### src/rtl/alu_mux_pkg.sv
// alu_mux_pkg: shared ALU result-select codes, defaults and buffer types
package alu_mux_pkg;
  localparam int DEF_WIDTH = 5;
  localparam int DEF_NUM_IN = 10;
  localparam int DEF_SEL_W = 4;
  localparam logic [3:0] ALU_ADD = 4'b0000;
  localparam logic [3:0] ALU_SUB = 4'b0001;
  localparam logic [3:0] ALU_AND = 4'b0010;
  localparam logic [3:0] ALU_OR = 4'b0011;
  localparam logic [3:0] ALU_XOR = 4'b0100;
  localparam logic [3:0] ALU_NOR = 4'b0101;
  localparam logic [3:0] ALU_SLT = 4'b0110;
  localparam logic [3:0] ALU_SLTU = 4'b0111;
  localparam logic [3:0] ALU_SLL = 4'b1000;
  localparam logic [3:0] ALU_SRL = 4'b1001;
  typedef enum logic [1:0] {EMPTY = 2'd0, ONE = 2'd1, FULL = 2'd2} occ_t;
  typedef struct packed {
    logic [DEF_WIDTH-1:0] q;
    logic zero;
    logic neg;
    logic sel_err;
  } alu_entry_t;
endpackage

### src/rtl/mux_sel_n.sv
// mux_sel_n: N:1 result selector, zero output and err flag for out-of-range codes
module mux_sel_n #(
  parameter int WIDTH = 5,
  parameter int NUM_IN = 10,
  parameter int SEL_W = 4
) (
  input  logic [NUM_IN*WIDTH-1:0] in_data,
  input  logic [SEL_W-1:0]        sel,
  output logic [WIDTH-1:0]        q,
  output logic                    err
);
  assign err = int'(sel) >= NUM_IN;
  always_comb begin
    q = '0;
    for (int i = 0; i < NUM_IN; i++)
      if (int'(sel) == i) q = in_data[i*WIDTH +: WIDTH];
  end
endmodule

### src/rtl/alu_result_mux_buf.sv
// alu_result_mux_buf: ALU result select plus flags, held in a 2-entry valid/ready buffer
module alu_result_mux_buf
  import alu_mux_pkg::*;
#(
  parameter int WIDTH = DEF_WIDTH,
  parameter int NUM_IN = DEF_NUM_IN,
  parameter int SEL_W = DEF_SEL_W
) (
  input  logic                    clk,
  input  logic                    rst,
  input  logic [NUM_IN*WIDTH-1:0] in_data,
  input  logic [SEL_W-1:0]        alu_control,
  input  logic                    in_valid,
  output logic                    in_ready,
  output logic [WIDTH-1:0]        out_q,
  output logic                    out_zero,
  output logic                    out_neg,
  output logic                    out_sel_err,
  output logic                    out_valid,
  input  logic                    out_ready
);
  typedef struct packed {
    logic [WIDTH-1:0] q;
    logic zero;
    logic neg;
    logic sel_err;
  } entry_t;
  entry_t head, tail, new_e;
  occ_t occ;
  logic rst_state, push, pop, sel_err;
  logic [WIDTH-1:0] sel_q;
  mux_sel_n #(.WIDTH(WIDTH), .NUM_IN(NUM_IN), .SEL_W(SEL_W)) u_mux (
    .in_data(in_data),
    .sel(alu_control),
    .q(sel_q),
    .err(sel_err)
  );
  assign new_e = '{q: sel_q, zero: !sel_err && sel_q == '0, neg: sel_q[WIDTH-1], sel_err: sel_err};
  assign in_ready = !rst_state && occ != FULL;
  assign out_valid = occ != EMPTY;
  assign push = in_valid && in_ready;
  assign pop = out_valid && out_ready;
  assign out_q = head.q;
  assign out_zero = head.zero;
  assign out_neg = head.neg;
  assign out_sel_err = head.sel_err;
  // in ONE with push&pop the new entry overwrites the head directly; tail only fills going to FULL
  always_ff @(posedge clk) begin
    if (rst) begin
      occ <= EMPTY;
      head <= '0;
      tail <= '0;
      rst_state <= 1'b1;
    end else begin
      rst_state <= 1'b0;
      case (occ)
        EMPTY: if (push) begin
          head <= new_e;
          occ <= ONE;
        end
        ONE: if (push && pop) head <= new_e;
          else if (push) begin
            tail <= new_e;
            occ <= FULL;
          end else if (pop) occ <= EMPTY;
        FULL: if (pop) begin
          head <= tail;
          occ <= ONE;
        end
        default: occ <= EMPTY;
      endcase
    end
  end
endmodule

### config.mk
export PLATFORM = sky130hd
export DESIGN_NAME = alu_result_mux_buf
export DESIGN_NICKNAME = d
export VERILOG_FILES = /design/src/rtl/alu_mux_pkg.sv /design/src/rtl/mux_sel_n.sv /design/src/rtl/alu_result_mux_buf.sv
export SDC_FILE = /design/constraint.sdc
export NUM_CORES = 1
export LEC_CHECK = 0
export BUFFER_PORTS_ARGS = -buffer_cell sky130_fd_sc_hd__buf_2
export CAP_MARGIN = 40
export CORE_MARGIN = 2
export CORE_UTILIZATION = 49
export DETAILED_ROUTE_END_ITERATION = 7
export PLACE_DENSITY = 0.85
export REMOVE_ABC_BUFFERS = 1
export SYNTH_ARGS = -nofsm -noshare
export SYNTH_HDL_FRONTEND = slang
export SYNTH_SLANG_ARGS = --single-unit
### constraint.sdc
create_clock -name clk -period 6.8 [get_ports clk]
set_input_delay 1.02 -clock clk [delete_from_list [all_inputs] [get_ports clk]]
set_output_delay 1.02 -clock clk [all_outputs]
set_load 0.03 [all_outputs]
==> flow_summary.ini, run 1 <==
[sta]
finalSetupViolCount = 0
rsz0062_at_grt = no
fmax_mhz = 341
layout_worst_path_cycle_share_pct = 43.2
hold_viol_final = 0
fin_crit_ps = 2940
slew_headroom_pct = 60.9
fin_worst_hold_slack_ps = 458
final.setup.tns_ps = 0
drv_slew = 0
clock_skew_ps = 6.90
tightest_slew_ps = 585

[routing]
final_antenna_net_count = 0
drc_errors = 0
routedWlPerCell_um = 12.6
dr.pass1.iters = 4
vias = 1517
drt_iter0_markers = 27
routed_wl_mm = 3.38
routed_via_density = 5.66

[floorplanning]
coreArea_um2 = 2710
io_pins = 68
die_x_um = 56.9
rows = 19
start_util_pct = 50.5
die_y_um = 56.9
dieArea_um2 = 3230

[setup_path]
crit_end = tail[2]$_SDFFE_PP0P_
reg2reg_from = occ[1]$_SDFFE_PP0P_
crit_path_end_kind = flip-flop
r2r_slack_ps = 5120
cp_max_fo = 32
arrival_ps = 3150
worstPathCellList = buf_2, mux2_2, a32oi_1, a221o_2, o2111ai_1, or4_1, o31ai_1
required_ps = 7010
startpoint = alu_control[0]
critPathMaxStageDelay_ps = 560
reg2reg_to = out_q[0]$_SDFFE_PP0P_
cp-start-kind = input port
reg2reg_depth = 5
crit_type = input port to flip-flop
critPathSlowestCell = or4_1

[global_route]
grt_overflow_total = 0
grtUsageTotal_pct = 20.9
grt_pass1_vias = 1331
grt_max_degree = 33
antenna_found_initial = 0
grt_pass1_wl_mm = 5.53

[placed_design]
place_area_um2 = 1670
dp_hpwl_mm = 2.61
gp_congestion = 0.823
io_buffer_count = 67

[synth]
postSynthAreaPerCell_um2 = 7.56
synthFlopType = dfxtp_1
ys_warn_count = 0
synth_edf_count = 0
synth_largest_area_cell = dfxtp_1
yosys.area.top_type_share_pct = 24.9
synthesis.area_um2 = 1370
yosys_register_bits = 17
yosysSeqAreaShare_pct = 24.9
synth.area.top_cells = dfxtp_1 (25%), nor2_1 (6.9%), a211oi_1 (5.5%)
netlist-cell-type-count = 49
synthArstFlopShare_pct = 0
syn_inst = 181

[cts]
cts_resized = 0
cts_max_level = 1
clk_pin_slew_ps = 90
cts_buffers = 3
clock_sinks = 17
clk_path_buf_depth = 2
clk_latency_ps = 290
tritoncts = done
root_buffer = clkbuf_4
ctsHoldBuffers = 0
cts_setup_buffers = 0

[worst_hold_path]
hold_path.class = flip-flop to flip-flop
whs_path_depth = 2

[power_and_ir_drop]
p_leak_nw = 0.743
power.density_nw_per_um2 = 137
irDropWorstVdd_v = 0.000173

[final_layout]
final_util_pct = 62.7
drive_gt1_share_pct = 32.5
design_area_um2 = 1700
diodes = 0
final_net_count = 296
areaGrowthSynthToFinish_pct = 24.1

[status]
status = finished clean

[run]
drv_cap = 0
power breakdown:
part	switching, W	internal [W]
Sequential	0.00000225	0.000103
Combinational	0.0000418	0.0000344
Clock	0.0000288	0.0000228
critical path: cells and delay by family:
kind / cells / cell delay [ps]
AO/OA/AOI/OAI: 4 / 700
AND/OR/NAND/NOR: 1 / 560
multiplexers: 1 / 400
buffers and inverters: 1 / 460
registers in the layout, summed over array words and instances, names as in the netlist:
| name | flops |
|---|---|
| out_q | 5 |
| occ | 2 |
| out_zero | 1 |
| tail | 7 |
| out_sel_err | 1 |
| rst_state | 1 |
metrics by stage:
step | power, W | worst slack (ps) | cells
5_1_grt | 0.000248 | 3740 | 268
2_1_floorplan | 0.000150 | 4010 | 166
3_3_place_gp | 0.000183 | 3610 | 264
3_5_place_dp | 0.000184 | 3590 | 264
6_report | 0.000233 | 3860 | 268
4_1_cts | 0.000235 | 3890 | 268
synthesized netlist by cell type, drive strengths merged, types with 3 or more instances:
cell	instances
nor2	25
dfxtp	17
a21oi	13
a211oi	11
nand2	10
nand2b	10
clkbuf	9
nor2b	7
o21ai	7
buf	6
mux2i	6
a21o	5
mux2	5
nand3b	5
inv	4
a32oi	3
nor3	3
o221ai	3
cell usage in the layout, fill, tap and decap left out, types with 3 or more instances in the layout:
master    Yosys  final
nand2_1      10     10
inv_1         4      4
clkbuf_4      0      3
a211oi_1     10     10
a32oi_1       3      3
nor2b_1       7      7
nand2b_1     10     10
mux2i_1       6      6
nor3_1        3      3
o21ai_0       6      6
dfxtp_1      17     17
mux2_1        3      3
a21oi_1      13     13
nor2_1       25     25
o221ai_1      3      3
nand3b_1      5      5
a21o_1        5      5
buf_2         2     67
worst min-delay path by stage:
stage	startpoint	to	slack, ps
floorplan	tail[5]$_SDFFE_PP0P_	tail[5]$_SDFFE_PP0P_	430
global placement	out_q[1]$_SDFFE_PP0P_	out_q[1]$_SDFFE_PP0P_	440
detailed placement	out_q[1]$_SDFFE_PP0P_	out_q[1]$_SDFFE_PP0P_	450
CTS	out_q[1]$_SDFFE_PP0P_	out_q[1]$_SDFFE_PP0P_	470
global route	out_q[3]$_SDFFE_PP0P_	out_q[3]$_SDFFE_PP0P_	490
finish	out_q[1]$_SDFFE_PP0P_	out_q[1]$_SDFFE_PP0P_	460
layout make-up:
class | instances | area [um2]
repair buffers | 67 | 335
clock buffers | 4 | 26.3
flip-flops and latches | 17 | 340
well taps | 31 | 38.8
fillers | 232 | 1010
multi-input cells | 145 | 943
inverters | 4 | 15.0
routing by layer:
metal	vias up	GRT usage (%)	part of all wire, %
li1	785	-	-
met1	691	27.2	45
met2	39	35.2	50
met3	2	5.53	4.9
met4	0	3.65	0.39
met5	-	0	0
logic make-up after synthesis:
| family | synth area share (%) |
|---|---|
| compound gates | 32.1 |
| simple gates | 28.3 |
| mux | 8.50 |
| flops | 24.9 |
| buf+inv | 6.22 |
Power figures use the tool's default switching activity.
==> run 2: changes to the inputs <==
--- a/config.mk
+++ b/config.mk
@@ -8,9 +8,9 @@
 export BUFFER_PORTS_ARGS = -buffer_cell sky130_fd_sc_hd__buf_2
 export CAP_MARGIN = 40
 export CORE_MARGIN = 2
-export CORE_UTILIZATION = 49
+export CORE_UTILIZATION = 41
 export DETAILED_ROUTE_END_ITERATION = 7
-export PLACE_DENSITY = 0.85
+export PLACE_DENSITY = 0.76
 export REMOVE_ABC_BUFFERS = 1
 export SYNTH_ARGS = -nofsm -noshare
 export SYNTH_HDL_FRONTEND = slang
==> constraint.sdc (replaced) <==
create_clock -name clk -period 2.5 [get_ports clk]
set_input_delay 0.375 -clock clk [delete_from_list [all_inputs] [get_ports clk]]
set_output_delay 0.375 -clock clk [all_outputs]
set_load 0.03 [all_outputs]
==> flow_summary.ini, run 2 (synthesized netlist as in run 1, its figures left out) <==
[final_layout]
regMostFlops = tail
final_cell_mix = buf_2 (67), nor2_1 (25), dfxtp_1 (17), a21oi_1 (13)
fill_cells = 323
final_common_cell = buf_2
areaGrowthSynthToFinish_pct = 29.0
final_net_count = 301
drive_gt1_share_pct = 33.9
largest_reg_flops = 7
diodes = 0

[sta]
fin_crit_ps = 2070
tightest_slew_ps = 421
fmax_mhz = 484
hold_viol_final = 0
slew_headroom_pct = 71.9
rsz0062_at_grt = no
clock_skew_ps = 2.06
layout_worst_path_cycle_share_pct = 82.6
drv_slew = 0
fin_worst_hold_slack_ps = 375
final.setup.tns_ps = 0
finalSetupViolCount = 0

[floorplanning]
die_y_um = 61.8
dieArea_um2 = 3820
die_x_um = 61.8
rows = 20
start_util_pct = 44.1
io_pins = 68
coreArea_um2 = 3100

[global_route]
grt_max_degree = 32
grtUsageTotal_pct = 20.1
grt_pass1_wl_mm = 5.88
grt_pass1_vias = 1363
grt_overflow_total = 0
antenna_found_initial = 0

[setup_path]
arrival_ps = 2280
crit_path_end_kind = flip-flop
cp_max_fo = 5
r2r_slack_ps = 890
required_ps = 2710
reg2reg_depth = 5
reg2reg_to = out_sel_err$_SDFFE_PP0P_
crit_type = input port to flip-flop
cp-start-kind = input port
reg2reg_from = occ[1]$_SDFFE_PP0P_

[cts]
cts_resized = 0
clock_sinks = 17
cts_setup_buffers = 0
clk_pin_slew_ps = 90
ctsHoldBuffers = 0
cts_max_level = 1
tritoncts = done
clk_latency_ps = 290
clk_path_buf_depth = 2
cts_buffers = 3
root_buffer = clkbuf_4

[routing]
routed_via_density = 5.34
drc_errors = 0
vias = 1527
routed_wl_mm = 3.58
final_antenna_net_count = 0
drt_iter0_markers = 47
dr.pass1.iters = 4
routedWlPerCell_um = 12.5

[status]
status = finished clean

[placed_design]
io_buffer_count = 67
gp_congestion = 0.800
dp_hpwl_mm = 2.75

[worst_hold_path]
min_to = rst_state$_DFF_P_
whs_path_depth = 1
min_from = rst
hold_path.class = input port to flip-flop

[power_and_ir_drop]
p_leak_nw = 0.773
irDropWorstVdd_v = 0.000193
power.density_nw_per_um2 = 368

[run]
drv_cap = 0
[run 2: cell count changes in the layout (fill, tap and decap cells not counted), sizes merged]
cell,change
buf,+5
[run 2: metal layers]
| metal | vias to the layer above | GRT usage (%) | wire length [um] |
|---|---|---|---|
| met3 | 4 | 4.55 | 170 |
| met1 | 686 | 27.9 | 1670 |
| li1 | 792 | - | - |
| met5 | - | 0 | 0 |
| met4 | 0 | 4.26 | 25 |
| met2 | 45 | 31.9 | 1720 |
[run 2: worst max path at each step]
stage | to | startpoint | depth (start not counted)
5_1_grt | tail[2]$_SDFFE_PP0P_ | alu_control[1] | 7
6_report | tail[2]$_SDFFE_PP0P_ | alu_control[1] | 7
3_3_place_gp | out_zero$_SDFFE_PP0P_ | alu_control[1] | 7
3_5_place_dp | tail[2]$_SDFFE_PP0P_ | alu_control[1] | 7
2_1_floorplan | tail[2]$_SDFFE_PP0P_ | alu_control[1] | 6
4_1_cts | out_zero$_SDFFE_PP0P_ | alu_control[1] | 7
[run 2: stage by stage]
step           power (W)  setup WS, ps  util (%)  cells  instance area [um2]
3_3_place_gp    0.000507           160      56.0    282                 1740
4_1_cts         0.000649           409      56.9    286                 1770
3_5_place_dp    0.000509          87.4      56.0    282                 1740
5_1_grt         0.000694           300      56.9    286                 1770
2_1_floorplan   0.000407           357         -    166                 1300
6_report        0.000649           434      56.9    286                 1770
[run 2: power by group]
| part | switching [W] | internal [W] |
|---|---|---|
| sequential | 0.00000617 | 0.000281 |
| combinational | 0.000117 | 0.000100 |
| clock | 0.0000829 | 0.0000621 |
| total | 0.000206 | 0.000443 |
[run 2: worst max-delay path: stages]
cell	delay, ps
buf_2	100
or3b_4	430
a211oi_4	280
a221o_2	180
o2111ai_1	100
or4_1	570
o31ai_1	230
[run 2: area by class of cell]
cell class	instances	area (um2)	share of cell area [%]
clock buffer	4	26.3	1.49
inverter	4	15.0	0.850
multi-input combinational	145	943	53.4
sequential	17	340	19.3
tap	44	55.1	3.12
timing repair buffer	72	385	21.8
